--- config.mk ---
export PLATFORM = sky130hd
export DESIGN_NAME = he_lb_csr_sequencer
export DESIGN_NICKNAME = d
export VERILOG_FILES = /design/src/rtl/he_lb_csr_sequencer.sv
export SDC_FILE = /design/constraint.sdc
export NUM_CORES = 1
export LEC_CHECK = 0
export CAP_MARGIN = 20
export CORE_AREA = 2 2 217 219
export CTS_BUF_LIST = sky130_fd_sc_hd__clkbuf_4 sky130_fd_sc_hd__clkbuf_8
export CTS_CLUSTER_DIAMETER = 200
export DETAILED_ROUTE_END_ITERATION = 12
export DIE_AREA = 0 0 219 221
export PLACE_DENSITY = 0.78
export SETUP_SLACK_MARGIN = 0.2
export SKIP_LAST_GASP = 1
export SYNTH_ARGS = -nofsm -noshare
export SYNTH_HDL_FRONTEND = slang
export SYNTH_SLANG_ARGS = --single-unit
export TNS_END_PERCENT = 50
--- constraint.sdc ---
create_clock -name clk -period 4 [get_ports clk]
set_input_delay 0.6 -clock clk [delete_from_list [all_inputs] [get_ports clk]]
set_output_delay 0.6 -clock clk [all_outputs]
set_load 0.03 [all_outputs]
--- src/rtl/he_lb_csr_sequencer.sv ---
// he_lb_csr_sequencer
//   Drives one HE-LB loopback run over a 64-bit MMIO master port: soft reset,
//   CSR programming, start, STATUS0 polling, engine stop and ERROR read-back.
//
// Ports
//   clk, rst_n                 clock, asynchronous active-low reset
//   start                      launch pulse (accepted only when idle)
//   abort                      level request to stop the run early
//   cfg_*                      run configuration, captured on accepted start
//   req_valid/ready/write/addr/wdata   MMIO request channel (valid/ready)
//   rsp_valid/rsp_rdata        MMIO read-response channel (single-cycle pulse)
//   busy, done                 run in progress / one-cycle completion pulse
//   timeout, aborted           sticky run status, cleared on accepted start
//   err_code                   last ERROR CSR value read
//   poll_count                 STATUS0 reads issued in this run (saturating)
module he_lb_csr_sequencer #(
    parameter int unsigned POLL_GAP   = 16,
    parameter int unsigned POLL_LIMIT = 1024
) (
    input  logic        clk,
    input  logic        rst_n,
    input  logic        start,
    input  logic        abort,
    input  logic [63:0] cfg_dsm_base,
    input  logic [63:0] cfg_src_addr,
    input  logic [63:0] cfg_dst_addr,
    input  logic [31:0] cfg_num_lines,
    input  logic [63:0] cfg_cfg,
    input  logic [31:0] cfg_expect,
    output logic        req_valid,
    input  logic        req_ready,
    output logic        req_write,
    output logic [15:0] req_addr,
    output logic [63:0] req_wdata,
    input  logic        rsp_valid,
    input  logic [63:0] rsp_rdata,
    output logic        busy,
    output logic        done,
    output logic        timeout,
    output logic        aborted,
    output logic [63:0] err_code,
    output logic [15:0] poll_count
);

    localparam logic [15:0] ADDR_DSM    = 16'h0110;
    localparam logic [15:0] ADDR_SRC    = 16'h0120;
    localparam logic [15:0] ADDR_DST    = 16'h0128;
    localparam logic [15:0] ADDR_LINES  = 16'h0130;
    localparam logic [15:0] ADDR_CTL    = 16'h0138;
    localparam logic [15:0] ADDR_CFG    = 16'h0140;
    localparam logic [15:0] ADDR_STATUS = 16'h0160;
    localparam logic [15:0] ADDR_ERROR  = 16'h0170;

    localparam int unsigned GAP_W = (POLL_GAP > 1) ? $clog2(POLL_GAP) : 1;
    localparam logic [GAP_W-1:0] GAP_LAST = GAP_W'(POLL_GAP - 1);

    typedef enum logic [3:0] {
        S_IDLE, S_W_RST, S_W_REL, S_W_DSM, S_W_SRC, S_W_DST, S_W_LINES,
        S_W_CFG, S_W_GO, S_P_GAP, S_P_REQ, S_P_RSP, S_W_STOP, S_E_REQ,
        S_E_RSP, S_FIN
    } state_e;

    state_e state_q, state_d;

    logic [63:0]      dsm_q, dsm_d, src_q, src_d, dst_q, dst_d, cfg_q, cfg_d;
    logic [31:0]      lines_q, lines_d, expect_q, expect_d;
    logic [GAP_W-1:0] gap_q, gap_d;
    logic [15:0]      poll_q, poll_d;
    logic [63:0]      err_q, err_d;
    logic             timeout_q, timeout_d, aborted_q, aborted_d;

    logic abort_window;
    logic stop_early;
    logic poll_match;
    logic poll_exhausted;

    // State register
    always_ff @(posedge clk or negedge rst_n) begin
        if (!rst_n) begin
            state_q <= S_IDLE;
        end else begin
            state_q <= state_d;
        end
    end

    // Run datapath registers
    always_ff @(posedge clk or negedge rst_n) begin
        if (!rst_n) begin
            dsm_q     <= '0;
            src_q     <= '0;
            dst_q     <= '0;
            cfg_q     <= '0;
            lines_q   <= '0;
            expect_q  <= '0;
            gap_q     <= '0;
            poll_q    <= '0;
            err_q     <= '0;
            timeout_q <= 1'b0;
            aborted_q <= 1'b0;
        end else begin
            dsm_q     <= dsm_d;
            src_q     <= src_d;
            dst_q     <= dst_d;
            cfg_q     <= cfg_d;
            lines_q   <= lines_d;
            expect_q  <= expect_d;
            gap_q     <= gap_d;
            poll_q    <= poll_d;
            err_q     <= err_d;
            timeout_q <= timeout_d;
            aborted_q <= aborted_d;
        end
    end

    // Abort is honoured from the first setup write until the poll response.
    // aborted_q doubles as the pending-stop flag, so a short abort pulse seen
    // while a handshake is stalled still diverts the run once it completes.
    assign abort_window   = (state_q >= S_W_RST) && (state_q <= S_P_RSP);
    assign stop_early     = abort || aborted_q;
    assign poll_match     = (rsp_rdata[31:0] == expect_q);
    assign poll_exhausted = ({16'd0, poll_q} >= 32'(POLL_LIMIT));

    // Next-state and datapath update
    always_comb begin
        state_d   = state_q;
        dsm_d     = dsm_q;
        src_d     = src_q;
        dst_d     = dst_q;
        cfg_d     = cfg_q;
        lines_d   = lines_q;
        expect_d  = expect_q;
        gap_d     = '0;
        poll_d    = poll_q;
        err_d     = err_q;
        timeout_d = timeout_q;
        aborted_d = aborted_q | (abort & abort_window);

        unique case (state_q)
            S_IDLE: begin
                if (start) begin
                    state_d   = S_W_RST;
                    dsm_d     = cfg_dsm_base;
                    src_d     = cfg_src_addr;
                    dst_d     = cfg_dst_addr;
                    cfg_d     = cfg_cfg;
                    lines_d   = cfg_num_lines;
                    expect_d  = cfg_expect;
                    poll_d    = '0;
                    timeout_d = 1'b0;
                    aborted_d = 1'b0;
                end
            end
            S_W_RST:   if (req_ready) state_d = stop_early ? S_W_STOP : S_W_REL;
            S_W_REL:   if (req_ready) state_d = stop_early ? S_W_STOP : S_W_DSM;
            S_W_DSM:   if (req_ready) state_d = stop_early ? S_W_STOP : S_W_SRC;
            S_W_SRC:   if (req_ready) state_d = stop_early ? S_W_STOP : S_W_DST;
            S_W_DST:   if (req_ready) state_d = stop_early ? S_W_STOP : S_W_LINES;
            S_W_LINES: if (req_ready) state_d = stop_early ? S_W_STOP : S_W_CFG;
            S_W_CFG:   if (req_ready) state_d = stop_early ? S_W_STOP : S_W_GO;
            S_W_GO:    if (req_ready) state_d = stop_early ? S_W_STOP : S_P_GAP;
            S_P_GAP: begin
                if (stop_early) begin
                    state_d = S_W_STOP;
                end else if (gap_q == GAP_LAST) begin
                    state_d = S_P_REQ;
                end else begin
                    gap_d = gap_q + 1'b1;
                end
            end
            S_P_REQ: begin
                if (req_ready) begin
                    state_d = S_P_RSP;
                    poll_d  = (poll_q == 16'hFFFF) ? poll_q : poll_q + 16'd1;
                end
            end
            S_P_RSP: begin
                if (rsp_valid) begin
                    if (poll_match) begin
                        state_d = S_W_STOP;
                    end else if (poll_exhausted) begin
                        state_d   = S_W_STOP;
                        timeout_d = 1'b1;
                    end else if (stop_early) begin
                        state_d = S_W_STOP;
                    end else begin
                        state_d = S_P_GAP;
                    end
                end
            end
            S_W_STOP:  if (req_ready) state_d = S_E_REQ;
            S_E_REQ:   if (req_ready) state_d = S_E_RSP;
            S_E_RSP: begin
                if (rsp_valid) begin
                    state_d = S_FIN;
                    err_d   = rsp_rdata;
                end
            end
            S_FIN:     state_d = S_IDLE;
            default:   state_d = S_IDLE;
        endcase
    end

    // Outputs decoded from state
    always_comb begin
        req_valid = 1'b1;
        req_write = 1'b1;
        req_addr  = '0;
        req_wdata = '0;

        unique case (state_q)
            S_W_RST:   begin req_addr = ADDR_CTL;   req_wdata = 64'd0;              end
            S_W_REL:   begin req_addr = ADDR_CTL;   req_wdata = 64'd1;              end
            S_W_DSM:   begin req_addr = ADDR_DSM;   req_wdata = dsm_q;              end
            S_W_SRC:   begin req_addr = ADDR_SRC;   req_wdata = src_q;              end
            S_W_DST:   begin req_addr = ADDR_DST;   req_wdata = dst_q;              end
            S_W_LINES: begin req_addr = ADDR_LINES; req_wdata = {32'd0, lines_q};   end
            S_W_CFG:   begin req_addr = ADDR_CFG;   req_wdata = cfg_q;              end
            S_W_GO:    begin req_addr = ADDR_CTL;   req_wdata = 64'd3;              end
            S_W_STOP:  begin req_addr = ADDR_CTL;   req_wdata = 64'd1;              end
            S_P_REQ:   begin req_addr = ADDR_STATUS; req_write = 1'b0;              end
            S_E_REQ:   begin req_addr = ADDR_ERROR;  req_write = 1'b0;              end
            default: begin
                req_valid = 1'b0;
                req_write = 1'b0;
            end
        endcase

        busy       = (state_q != S_IDLE) && (state_q != S_FIN);
        done       = (state_q == S_FIN);
        timeout    = timeout_q;
        aborted    = aborted_q;
        err_code   = err_q;
        poll_count = poll_q;
    end

endmodule

# [Word-level counts from Yosys, hierarchy flattened]
# Index checks and enable logic that the tools add are counted.
[totals] regBits=410 in_bits=390 output_inout_bits=166 elab_cells=117
[classes] n_mux=45 eq_ne=37 n_reduce_logical=16 n_lt_le_gt_ge=3 addsub=2 bitwise_logic=2
[ops] operator="one-hot mux 64 bit (7 select lines)" count=1
[ops] operator="2-to-1 mux 4 bit" count=25
[ops] operator="one-hot mux 9 bit (8 select lines)" count=1
[ops] operator="one-hot mux 4 bit (16 select lines)" count=1
[ops] operator="2-to-1 mux 16 bit" count=3
[ops] operator="== test 4 bit (second input constant)" count=9
[ops] operator="!= test 2 bit (second input constant)" count=17
[ops] operator="== test 32 bit" count=1
[ops] operator="one-hot mux 16 bit (2 select lines)" count=1
[ops] operator="adder 16 x 1 -> 16 bit (second input constant)" count=1
[ops] operator="== test 16 bit (second input constant)" count=1
[ops] operator="== test 4 x 3 -> 1 bit (second input constant)" count=4
[ops] operator=">= comparator 16 x 11 -> 1 bit (second input constant)" count=1
[ops] operator="AND reduction 15 bit" count=1
[ops] operator="2-to-1 mux 3 bit" count=4
[ops] operator="OR reduction 11 bit" count=1
[ops] operator="OR reduction 9 bit" count=1
[ops] operator="== test 4 x 2 -> 1 bit (second input constant)" count=2
[ops] operator="2-to-1 mux 1 bit" count=8
[ops] operator="AND reduction 5 bit" count=1
[ops] operator="adder 4 x 1 -> 4 bit (second input constant)" count=1
[ops] operator="== test 4 x 1 -> 1 bit (second input constant)" count=1
[ops] operator=">= comparator 4 x 1 -> 1 bit (second input constant)" count=1
[ops] operator="<= comparator 4 bit (second input constant)" count=1
[ops] operator="other kinds (14)" count=17

# [Logic depth before layout (Yosys ltp)]
[logic_depth] depth_word=6 mapped_depth=9 mapped_depth_nobuf=6

# [Least setup slack after synthesis]
# OpenSTA, ideal clock, no wires.
[synth_path] path_kind="reg2out" startpoint="reg state_q[1]" endpoint="out req_wdata[1]" n_path_buf=3 path_stages_with_launch=8 path_slack_ps=1371 arrival_time_ps=2029 t_required_ps=3400 cell_sequence="dfrtp_1 > buf_2 > buf_2 > nand2_1 > nor2_1 > clkbuf_1 > a22oi_1 > o211ai_1"
[synth_between] elab_chain_cells=3
[synth_lines] element="start: declaration" line_no="63" rtl="state_e state_q, state_d;"
[synth_lines] element="start signal: assignment" line_no="82" rtl="state_q <= state_d;"
[synth_lines] element="== test 4 bit / == test 4 x 2 -> 1 bit (equally long branches)" line_no="210" rtl="unique case (state_q)"
[synth_lines] element="OR reduction 2 bit (no source line)"
[synth_lines] element="one-hot mux 64 bit (7 select lines) (*)" line_no="210"
[synth_lines] element="end: declaration" line_no="34" rtl="output logic [63:0] req_wdata,"
# Every way passes the cells marked *; elsewhere a longest branch is shown, timed or not.

# [Final worst setup path]
[layout_path] startpoint="reg state_q[0]" endpoint="out req_wdata[19]"
# Same word-level chain as after synthesis.

==> flow_summary.ini <==
[grt]
grt_max_degree = 107
antenna_found_initial = 8
overflow = 0
grtUsageTotal_pct = 24.2
grt_first_pass_wirelength_um = 91900
grt_pass1_vias = 16800

[worst_setup_path]
crit_path_end_kind = output port
rrSetupSlack_ns = 1.20
rr_endpoint = src_q[15]
cp_max_fo = 31
r2r_cells = 8
worstPathRequired_ns = 3.40
r2r_start = state_q[1]
cp_data_arrival_time_ns = 3.07
critical_path.startpoint = state_q[0]
critPathKind = reg2out
cp-start-kind = flip-flop

[hold_path]
hp-class = reg2reg
hold_path_depth = 1
worstHoldStart = gap_q[0]
holdPathEnd = gap_q[0]

[yosys]
synth-seq-area-share_pct = 57.4
yosysTopAreaCell = dfrtp_1
post_synth.cell_area_avg_um2 = 9.01
yosys_register_bits = 410
synth_edf_count = 0
synth.area.top_cells = dfrtp_1 57%, nand2_1 23%, mux2_2 4.2%
ys_async_sr_fraction_pct = 100
synthDistinctLibCells = 54
netlist_instances = 1982
synth_ff_type = dfrtp_1
syn-cell-area_mm2 = 0.0179
yosys_warnings = 0
synth_top_area_share_pct = 57.4

[floorplan]
ioPinCount = 556
die_y_um = 221
die_x_um = 219
start_util_pct = 38.8
core.rowCount = 79
die_area_mm2 = 0.0484
core_area_mm2 = 0.0461

[sta]
slew_viol_final = 0
relSlewSlack_pct = 43.7
final.setup.tns_ns = 0
fin_crit_sh_pct = 91.8
setup_viol = 0
fin_skew_ns = 0.0175
fmax_mhz = 272
hold_viol = 0
rsz0062_at_grt = true
max_slew.worst_pin.slew_ns = 0.845
finalCriticalPeriod_ns = 3.67

[power]
leakage_nw = 12.4
power_density_mw_per_mm2 = 670
peakVddDrop_mv = 0.501

[cts]
clkSinkCount = 410
cts_tree = built
cts_root_buf = clkbuf_8
clk_pin_slew_ns = 0.06
htree_levels = 3
clock_path_buffers = 3
cts-buffers-inserted = 72
clk_latency_ns = 0.63

[cells_and_area]
instances_no_fill = 3184
nNetsFinal = 2911
syn_to_final_growth_pct = 43.2
drive_gt1_share_pct = 9.49

[placed_design]
place.gp.congestion = 0.876
hpwl_um = 41300
io_buffers = 544
placed_cells = 3048

[drt]
drt-total-wl_um = 58700
vias = 16200
drc_errors = 0
viasPerCell = 5.10
drt_iter0_drc = 1757
ant_nets = 0
routedWlPerCell_um = 18.4
dr.pass1.iters = 8

[status]
status = finished, final reports clean

[job]
maxCapViolCount = 0
-- where the power goes --
group          switching [mW]  total [mW]  internal [mW]
registers                1.24        7.28           6.04
clock network            1.74        4.12           2.38
logic                    3.17        5.72           2.55
-- how the worst max path moves through the flow --
stage / endpoint / slack [ns] / cells after the start
after floorplan: req_wdata[1] / 1.37 / 7
after global placement: req_wdata[1] / 0.79 / 7
after detailed placement: req_wdata[1] / 0.70 / 7
after CTS: req_wdata[1] / 0.21 / 6
after global routing: req_wdata[0] / 0.15 / 7
final: req_wdata[19] / 0.33 / 6
-- layout by cell type, fill, tap and decap left out, drive strengths merged, types with 3 or more instances in the layout --
master	Yosys	routed
or2	3	3
nor4	6	6
clkinv	0	9
buf	51	34
ha	3	3
a31oi	3	3
nor2	36	36
clkbuf	75	115
dfrtp	410	410
nand4	9	9
and3	8	8
a21oi	17	17
conb	1	11
or3	6	6
o211ai	4	4
diode	0	5
clkdlybuf4s50	0	542
o21ai	14	14
mux2	67	67
xnor2	41	41
nor2b	3	3
nand3	8	8
nand2b	6	6
inv	7	7
a22oi	32	32
nor3	7	7
nand2	1072	1072
a222oi	63	63
-- cells by family after synthesis --
group	share of synthesized area [%]
AND/OR/NAND/NOR	25.7
flip-flops	57.4
AO/OA/AOI/OAI	6.96
buffers and inverters	3.31
multiplexers	4.28
XOR/XNOR	2.11
adder cells (fa/ha/maj)	0.210
other	0.0210
-- layout make-up --
| type | instances | area, um2 |
|---|---|---|
| diodes | 5 | 12.5 |
| clock buffers | 115 | 1430 |
| clock inverters | 13 | 120 |
| fillers | 3967 | 20500 |
| inverters | 7 | 26.3 |
| multi-input cells | 1449 | 7100 |
| flip-flops and latches | 410 | 10300 |
| well taps | 607 | 759 |
| repair buffers | 578 | 5880 |
-- critical path, stage by stage (launching register included) --
cell and delay (ns):
dfrtp_2 0.55, nand2b_1 0.31, nor2_4 0.04, buf_4 0.28, a222oi_1 0.48, nand2_1 0.13
clkdlybuf4s50_1 0.62
-- per-layer routing --
metal / share of wire [%] / GRT usage [%] / up-vias
met4: 5.0 / 13.7 / 4
met3: 9.0 / 6.17 / 171
met1: 38 / 29.2 / 7720
met5: 0.048 / 0 / -
met2: 48 / 39.4 / 833
li1: - / - / 7509
-- metrics by stage --
step / util (%) / cell area [um2] / hold slack [ns] / setup slack (ns) / power [mW]
CTS: 55.5 / 25500 / 0.407 / 0.208 / 17.3
global route: 55.5 / 25600 / 0.437 / 0.153 / 18.2
global placement: 52.1 / 24000 / 0.442 / 0.788 / 12.8
detailed placement: 52.1 / 24000 / 0.462 / 0.697 / 13.0
finish: 55.5 / 25600 / 0.466 / 0.327 / 17.1
floorplan: - / 17900 / 0.304 / 1.37 / 10.3
-- cells in the mapped netlist (4+ instances only) --
| master | instances |
|---|---|
| inv_1 | 7 |
| buf_1 | 4 |
| and3_1 | 8 |
| mux2_2 | 66 |
| buf_4 | 11 |
| xnor2_1 | 41 |
| a22oi_1 | 32 |
| buf_2 | 35 |
| dfrtp_1 | 410 |
| nand2_1 | 1072 |
| nor4_1 | 6 |
| or3_1 | 5 |
| nor3_1 | 6 |
| nand4_1 | 9 |
| clkbuf_1 | 75 |
| o211ai_1 | 4 |
| nand2b_1 | 6 |
| a21oi_1 | 17 |
| nor2_1 | 36 |
| o21ai_0 | 13 |
| a222oi_1 | 63 |
| nand3_1 | 8 |
-- flip-flops by register name, summed over array words and instances, names as in the netlist, 4 cells and up --
register    cells
gap_q           4
err_code       64
expect_q       32
lines_q        32
dsm_q          64
src_q          64
poll_count     16
cfg_q          64
dst_q          64
state_q         4
-- what timing repair did --
action | CTS | global route
hold endpoints to repair | 7 | 0
setup buffers | 1 | 1
setup endpoints to repair | 54 | 43
pin swaps | 1 | 1
hold buffers | 1 | 0
resized for setup | 2 | 1
Note: power is estimated with default switching activity, not from simulation.
